### config.mk
export PLATFORM = sky130hd
export DESIGN_NAME = sbox_arbiter
export DESIGN_NICKNAME = d
export VERILOG_FILES = /design/src/rtl/aes_pkg.sv /design/src/rtl/sbox_arbiter.sv
export SDC_FILE = /design/constraint.sdc
export NUM_CORES = 1
export LEC_CHECK = 0
export BUFFER_PORTS_ARGS = -buffer_cell sky130_fd_sc_hd__buf_2
export CORE_ASPECT_RATIO = 0.75
export CORE_UTILIZATION = 50
export DETAILED_ROUTE_END_ITERATION = 10
export PLACE_DENSITY = 0.75
export REMOVE_ABC_BUFFERS = 1
export SLEW_MARGIN = 20
export SYNTH_ARGS = -nofsm -noshare
export SYNTH_HDL_FRONTEND = slang
export SYNTH_SLANG_ARGS = --single-unit
### constraint.sdc
create_clock -name clk -period 6.5 [get_ports clk]
set_clock_uncertainty 0.15 [all_clocks]
set_input_delay 0.325 -clock clk [delete_from_list [all_inputs] [get_ports clk]]
set_output_delay 0.325 -clock clk [all_outputs]
set_load 0.03 [all_outputs]
### src/rtl/aes_pkg.sv
// Shared AES constants and the S-box arbiter FSM state encoding.
//   BYTE_W   : width of one state/word byte
//   ST_BYTES : bytes in a 128-bit AES state (SubBytes job length)
//   KW_BYTES : bytes in a 32-bit key-expansion word (SubWord job length)
//   ROM_LAT  : S-box ROM read latency in cycles
package aes_pkg;

  localparam int BYTE_W   = 8;
  localparam int ST_BYTES = 16;
  localparam int KW_BYTES = 4;
  localparam int ROM_LAT  = 1;

  typedef enum logic [1:0] {
    S_IDLE  = 2'd0,
    S_ISSUE = 2'd1,
    S_DRAIN = 2'd2,
    S_DONE  = 2'd3
  } state_t;

  // Byte k of a 128-bit vector (byte k = bits [8k+7:8k]).
  function automatic logic [BYTE_W-1:0] get_byte(input logic [ST_BYTES*BYTE_W-1:0] v,
                                                 input logic [3:0] k);
    return v[{k, 3'b000} +: BYTE_W];
  endfunction

endpackage

### src/rtl/sbox_arbiter.sv
// Shares one external synchronous S-box ROM between a SubBytes requester
// (128-bit state, 16 lookups) and a SubWord requester (32-bit word, 4 lookups).
// One job owns the ROM from grant to completion; no preemption.
// Ports:
//   clk, rst_n         : clock, asynchronous active-low reset
//   st_req/st_in       : SubBytes level request and state operand
//   st_out/st_done     : registered substituted state, one-cycle done pulse
//   kw_req/kw_in       : SubWord level request and word operand
//   kw_out/kw_done     : registered substituted word, one-cycle done pulse
//   busy               : high whenever the FSM is not idle
//   rom_rd/rom_addr    : ROM read strobe and byte address
//   rom_data           : ROM output, valid the cycle after rom_rd
module sbox_arbiter
  import aes_pkg::*;
(
  input  logic                         clk,
  input  logic                         rst_n,
  input  logic                         st_req,
  input  logic [ST_BYTES*BYTE_W-1:0]   st_in,
  output logic [ST_BYTES*BYTE_W-1:0]   st_out,
  output logic                         st_done,
  input  logic                         kw_req,
  input  logic [KW_BYTES*BYTE_W-1:0]   kw_in,
  output logic [KW_BYTES*BYTE_W-1:0]   kw_out,
  output logic                         kw_done,
  output logic                         busy,
  output logic                         rom_rd,
  output logic [BYTE_W-1:0]            rom_addr,
  input  logic [BYTE_W-1:0]            rom_data
);

  state_t                       state_reg;
  logic [ST_BYTES*BYTE_W-1:0]   op_reg;      // operand latched at grant
  logic [ST_BYTES*BYTE_W-1:0]   work_reg;    // partially substituted result
  logic [4:0]                   n_reg;       // byte count of the granted job
  logic [4:0]                   idx_reg;     // byte presented to the ROM this cycle
  logic                         gnt_kw_reg;  // current job belongs to KW
  logic                         last_kw_reg; // last grant went to KW

  logic                         pick_kw;
  logic [3:0]                   wr_sel;
  logic [ST_BYTES*BYTE_W-1:0]   work_merged;

  // KW has priority on a tie unless it was served last time.
  assign pick_kw = kw_req && (!st_req || !last_kw_reg);

  // rom_data returning now belongs to the byte issued ROM_LAT cycles ago.
  assign wr_sel = idx_reg[3:0] - 4'(ROM_LAT);

  always_comb begin
    work_merged = work_reg;
    work_merged[{wr_sel, 3'b000} +: BYTE_W] = rom_data;
  end

  assign busy = (state_reg != S_IDLE);

  always_ff @(posedge clk or negedge rst_n) begin
    if (!rst_n) begin
      state_reg   <= S_IDLE;
      op_reg      <= '0;
      work_reg    <= '0;
      n_reg       <= '0;
      idx_reg     <= '0;
      gnt_kw_reg  <= 1'b0;
      last_kw_reg <= 1'b0;
      st_out      <= '0;
      kw_out      <= '0;
      st_done     <= 1'b0;
      kw_done     <= 1'b0;
      rom_rd      <= 1'b0;
      rom_addr    <= '0;
    end else begin
      st_done <= 1'b0;
      kw_done <= 1'b0;
      case (state_reg)
        S_IDLE: begin
          if (st_req || kw_req) begin
            gnt_kw_reg  <= pick_kw;
            last_kw_reg <= pick_kw;
            op_reg      <= pick_kw ? {96'h0, kw_in} : st_in;
            n_reg       <= pick_kw ? 5'(KW_BYTES) : 5'(ST_BYTES);
            idx_reg     <= '0;
            work_reg    <= '0;
            rom_rd      <= 1'b1;
            rom_addr    <= pick_kw ? kw_in[BYTE_W-1:0] : st_in[BYTE_W-1:0];
            state_reg   <= S_ISSUE;
          end
        end
        S_ISSUE: begin
          // The first ISSUE cycle has no ROM data in flight yet.
          if (idx_reg != 5'd0) begin
            work_reg <= work_merged;
          end
          idx_reg <= idx_reg + 5'd1;
          if (idx_reg == n_reg - 5'd1) begin
            rom_rd    <= 1'b0;
            state_reg <= S_DRAIN;
          end else begin
            rom_addr <= get_byte(op_reg, idx_reg[3:0] + 4'd1);
          end
        end
        S_DRAIN: begin
          // Last byte arrives now; fold it straight into the output register
          // so the result and done pulse are visible together in DONE.
          if (gnt_kw_reg) begin
            kw_out  <= work_merged[KW_BYTES*BYTE_W-1:0];
            kw_done <= 1'b1;
          end else begin
            st_out  <= work_merged;
            st_done <= 1'b1;
          end
          state_reg <= S_DONE;
        end
        S_DONE: begin
          state_reg <= S_IDLE;
        end
        default: state_reg <= S_IDLE;
      endcase
    end
  end

endmodule

Word level (Yosys, flattened, before mapping)
Cells that the tools add are included.
{"block": "word_totals", "ff_bits": 440, "latch_bits": 0, "ramBits": 0, "romBits": 0, "input_bits": 172, "out_inout_bits": 172, "word_cells": 68, "n_memories": 0}
{"block": "op_classes", "addsub": 5, "n_mul": 0, "n_div": 0, "magnitude_cmp": 0, "eq_ne": 8, "n_shift": 3, "muxes": 22, "n_bitwise": 1, "reduce_logical": 17}
{"cell": "128-bit two-way mux", "count": 3}
{"cell": "128-bit case mux with 2 select lines", "count": 1}
{"cell": "128-bit bitwise mux", "count": 1}
{"cell": "8-bit by 9-bit variable shift with 128-bit output (first input constant)", "count": 1}
{"cell": "128-bit by 8-bit variable part select with 8-bit output", "count": 1}
{"cell": "8-bit by 9-bit variable part select with 128-bit output", "count": 1}
{"cell": "8-bit two-way mux", "count": 3}
{"cell": "8-bit case mux with 2 select lines", "count": 1}
{"cell": "5-bit two-way mux", "count": 2}
{"cell": "5-bit case mux with 2 select lines", "count": 1}
{"cell": "2-bit AND reduction", "count": 5}
{"cell": "7-bit negation with 9-bit output", "count": 1}
{"cell": "3-bit AND reduction", "count": 3}
{"cell": "2-bit inequality test (second input constant)", "count": 4}
{"cell": "2-bit case mux with 4 select lines", "count": 1}
{"cell": "1-bit two-way mux", "count": 6}
{"cell": "5-bit by 1-bit adder with 5-bit output (second input constant)", "count": 1}
{"cell": "5-bit == test", "count": 1}
{"cell": "5-bit nonzero test", "count": 1}
{"cell": "5-bit by 1-bit subtractor with 5-bit output (second input constant)", "count": 1}
{"cell": "4-bit by 1-bit adder with 4-bit output (second input constant)", "count": 1}
{"cell": "2-bit == test (second input constant)", "count": 2}
{"cell": "2-bit two-way mux", "count": 2}
{"cell": "2-bit nonzero test", "count": 2}
{"cell": "8 further kinds", "count": 10}

Logic depth before layout (Yosys ltp)
{"block": "logic_depth", "word_depth": 6, "depth_mapped": 13, "mapped_depth_nobuf": 8}

Least setup slack after synthesis
OpenSTA, ideal clock, no wires.
{"block": "synth_timing", "path_type": "register -> register", "startpoint": "reg idx_reg[0]", "endpoint": "reg work_reg[32]", "setup_ps": 121, "arrival_ps": 3251, "slack_ps": 2978, "stages_incl_launch_ff": 14, "n_path_buf": 5, "period_less_slack_ps": 3522, "cell_sequence": "dfrtp_1 -> buf_6 -> buf_2 -> buf_2 -> inv_1 -> ha_1 -> and2_1 -> a211oi_2 -> nor2_2 -> or4_1 -> buf_4 -> a21bo_1 -> buf_2 -> a22o_1"}
{"block": "synth_via", "elab_chain_len": 6}
{"item": "from (decl)", "line_no": "sbox_arbiter.sv:36", "rtl": "logic [4:0] idx_reg;"}
{"item": "from (signal assigned)", "line_no": "sbox_arbiter.sv:94", "rtl": "idx_reg <= idx_reg + 5'd1;"}
{"item": "4-bit by 1-bit subtractor with 4-bit output", "line_no": "sbox_arbiter.sv:48", "rtl": "assign wr_sel = idx_reg[3:0] - 4'(ROM_LAT);"}
{"item": "7-bit negation with 9-bit output", "line_no": "sbox_arbiter.sv:52", "rtl": "work_merged[{wr_sel, 3'b000} +: BYTE_W] = rom_data;"}
{"item": "8-bit by 9-bit variable part select with 128-bit output or 8-bit by 9-bit variable shift with 128-bit output (tied branches)", "line_no": "sbox_arbiter.sv:52"}
{"item": "128-bit bitwise mux", "line_no": "sbox_arbiter.sv:52"}
{"item": "128-bit two-way mux", "line_no": "sbox_arbiter.sv:91", "rtl": "if (idx_reg != 5'd0) begin"}
{"item": "128-bit case mux with 2 select lines", "line_no": "sbox_arbiter.sv:75", "rtl": "case (state_reg)"}
{"item": "to (signal assigned)", "line_no": "sbox_arbiter.sv:92", "rtl": "work_reg <= work_merged;"}
{"item": "to (decl)", "line_no": "sbox_arbiter.sv:34", "rtl": "logic [ST_BYTES*BYTE_W-1:0] work_reg;"}
Several ways; a longest one is shown, not always the timed one. The select of a mux whose other input is x is not followed.
A chain may end at the register's enable or synchronous reset.

Final worst setup path
{"block": "layout_timing", "startpoint": "reg idx_reg[0]", "endpoint": "reg rom_addr[3]"}
{"block": "layout_via", "elab_chain_len": 4}
{"item": "4-bit by 1-bit adder with 4-bit output", "line_no": "sbox_arbiter.sv:99", "rtl": "rom_addr <= get_byte(op_reg, idx_reg[3:0] + 4'd1);"}
{"item": "128-bit by 8-bit variable part select with 8-bit output", "line_no": "aes_pkg.sv:23", "rtl": "return v[{k, 3'b000} +: BYTE_W];"}
{"item": "8-bit two-way mux", "line_no": "sbox_arbiter.sv:95", "rtl": "if (idx_reg == n_reg - 5'd1) begin"}
{"item": "8-bit case mux with 2 select lines", "line_no": "sbox_arbiter.sv:75"}
{"item": "to (signal assigned)", "line_no": "sbox_arbiter.sv:85", "rtl": "rom_addr <= pick_kw ? kw_in[BYTE_W-1:0] : st_in[BYTE_W-1:0];"}
{"item": "to (signal assigned)", "line_no": "sbox_arbiter.sv:99"}
{"item": "to (decl)", "line_no": "sbox_arbiter.sv:28", "rtl": "output logic [BYTE_W-1:0] rom_addr,"}
Several ways; a longest one is shown, not always the timed one. The select of a mux whose other input is x is not followed.

==> impl_metrics.ini <==
[placement]
placed_area_um2 = 20720
gp_congestion = 0.8981
dp_hpwl_mm = 35.02
io_buffer_count = 343

[grt]
grt_pass1_vias = 15640
grt_pass1_wl_mm = 89.58
grt_max_degree = 181
grt.total_usage = 0.3013
antenna_found_initial = 5
globalRoute.totalOverflow = 0

[sta]
setup_violations = 0
fin_crit_sh = 0.5940
maxSlewViolCount = 0
relSlewSlack = 0.2913
period_minus_slack_ns = 3.861
rsz0062_at_grt = false
worst_slew_pin_slew_ns = 1.063
finalHoldViolCount = 0
max_clock_freq_mhz = 259.0

[setup_path]
required_ns = 6.78
start_kind = flop
end_kind = flop
cp_top_family = buffers and inverters
cpPeakStageDelay_ns = 0.62
critPathArrivalTime_ns = 4.14
worst-path-max-fanout = 47
path_class = flop to flop
crit_path_cell_trace = buf_4 -> ha_1 -> xor2_4 -> buf_4 -> mux4_2 -> a22oi_1 -> nand2_1 -> a221o_1
critPathMostFrequentCell = buf_4
crit_buf_inv = 2
worst_path_max_delay_cell = buf_4

[route]
wl_per_cell_um = 21.95
vias = 15790
wl_mm = 56.76
drcViolationCount = 0
vias_per_cell = 6.107
first_iter_violations = 1653
drt-pass1-iter-count = 6
final_antenna_net_count = 0

[synthesis]
synth.most_common_cell = dfrtp_1
syn_inst = 1628
yosys.area.top_type = dfrtp_1
synth_area_um2 = 18660
ys_types = 52
synth_edf_count = 0
synthArstFlopShare = 1.000
avgSynthCellArea_um2 = 11.46
synth_top_area_frac = 0.5848
synthTopCellsByCount = 436 x dfrtp_1, 175 x nand2_1, 157 x nor2_1
ys_ff_latch = 436
yosys_warnings = 0
synthFlopType = dfrtp_1
ys_seq_area_frac = 0.5848
synthTopCellsByArea = dfrtp_1 58%, a22o_1 6.9%, mux4_2 3.9%, nand2_1 3.5%, nor2_1 3.2%

[die]
die_w_um = 225.1
dieArea_um2 = 38100
start_util = 0.5135
core-area_um2 = 36330
pin_count = 344
die_h_um = 169.3
fp-row-count = 60

[layout]
nets = 2235
multi_input_area_um2 = 7274
area_growth_syn_to_layout_pct = 26.85
regArea_um2 = 10910
final_area_um2 = 23670
drive_gt1_frac = 0.2363
fillers = 2732

[cts]
cts_root_buf = clkbuf_16
numCtsBuffers = 43
cts_buffer_depth = 3
cts_tree = built
ctsHoldBuffers = 152
htree_levels = 2
path_clk_slew_ns = 0.07
post_cts_buffers = 0
insertion_delay_ns = 0.55
cts_resized = 0
cts.sinks = 436

[power]
power_mw = 12.17
p_leak_nw = 10.87
max-vdd-ir-drop_uv = 314.0
p_per_area_nw_per_um2 = 514.4

[flow_run]
maxCapViolations = 0

[run_status]
status = completed

[worst_hold_path]
hold_path_class = primary input to flop
worst paths after layout:
path	startpoint	to	slack, ns	cells after the start
min in group asynchronous	rst_n	op_reg[68]$_DFFE_PN0P_	0.21	2
max in group asynchronous	rst_n	work_reg[112]$_DFFE_PN0P_	4.56	3
min reg2reg	op_reg[21]$_DFFE_PN0P_	op_reg[21]$_DFFE_PN0P_	0.32	2
max	idx_reg[0]$_DFFE_PN0P_	rom_addr[3]$_DFFE_PN0P_	2.64	8
min	kw_in[5]	op_reg[5]$_DFFE_PN0P_	0.02	3
max reg2reg	idx_reg[0]$_DFFE_PN0P_	rom_addr[3]$_DFFE_PN0P_	2.64	8
power by group:
part	total (mW)	switching, mW	internal, mW
clock	2.48	1.07	1.41
combinational	5.54	3.74	1.80
sequential	4.16	0.548	3.62
layer usage:
layer / routed length, µm / track usage / part of all wire / up-vias
met4: 2103 / 0.1136 / 0.037 / 2
li1: - / - / - / 6927
met5: 12 / 0 / 0.00021 / -
met3: 4978 / 0.06717 / 0.088 / 160
met1: 24020 / 0.4271 / 0.42 / 7905
met2: 25640 / 0.4554 / 0.45 / 798
cell usage in the layout (no fill, tap or decap), drive strengths merged, types with 4 or more instances in the layout:
master and instances:
ha 9, nand2 175, nand3 15, a32o 16, buf 360, nand2b 5, or3 4, clkinvlp 7
and3 4, a32oi 37, a221o 15, a22o 146, dfrtp 436, mux4 32, dlygate4sd3 152, nor2b 6
and2 20, xnor2 5, a21oi 65, clkinv 13, o21ai 103, a22oi 53, nor3 19, a21bo 5
o2bb2ai 64, clkbuf 55, inv 10, mux2i 40, a221oi 30, diode 4, nor2 159
kinds of logic (layout without fill, tap and decap cells):
logic type	Yosys count	in the layout	synth area share
compound gates	544	544	0.2203
xor+xnor	8	8	0.004158
fa+ha+maj	9	9	0.006036
buf+inv	142	600	0.02971
flops	436	436	0.5848
mux	73	73	0.06069
other cells	0	4	0
simple gates	416	416	0.09435
per-stage QoR:
step / setup slack, ns / utilization / cells / hold slack, ns / setup TNS, ns
2_1_floorplan: -5.282 / - / 1497 / -0.1206 / -632.89
3_3_place_gp: 2.340 / 0.5700 / 2352 / 0.1987 / 0
3_5_place_dp: 2.720 / 0.5701 / 2352 / 0.2104 / 0
4_1_cts: 2.657 / 0.6502 / 2581 / 0.00009737 / 0
5_1_grt: 2.371 / 0.6514 / 2586 / 0.02192 / 0
6_report: 2.639 / 0.6514 / 2586 / 0.01564 / 0
tightest hold or removal path, stage by stage:
cell and delay (ns):
buf_2 0.10, mux2i_1 0.09, o21ai_0 0.16
layout make-up:
cell class / count / share of cell area
diodes: 4 / 0.0004229
clock buffers: 55 / 0.04990
clock inverters: 22 / 0.008723
inverters: 11 / 0.001797
multi-input cells: 1050 / 0.3074
flip-flops and latches: 436 / 0.4610
well taps: 496 / 0.02622
repair buffers: 512 / 0.1445
(Power assumes the default switching activity.)
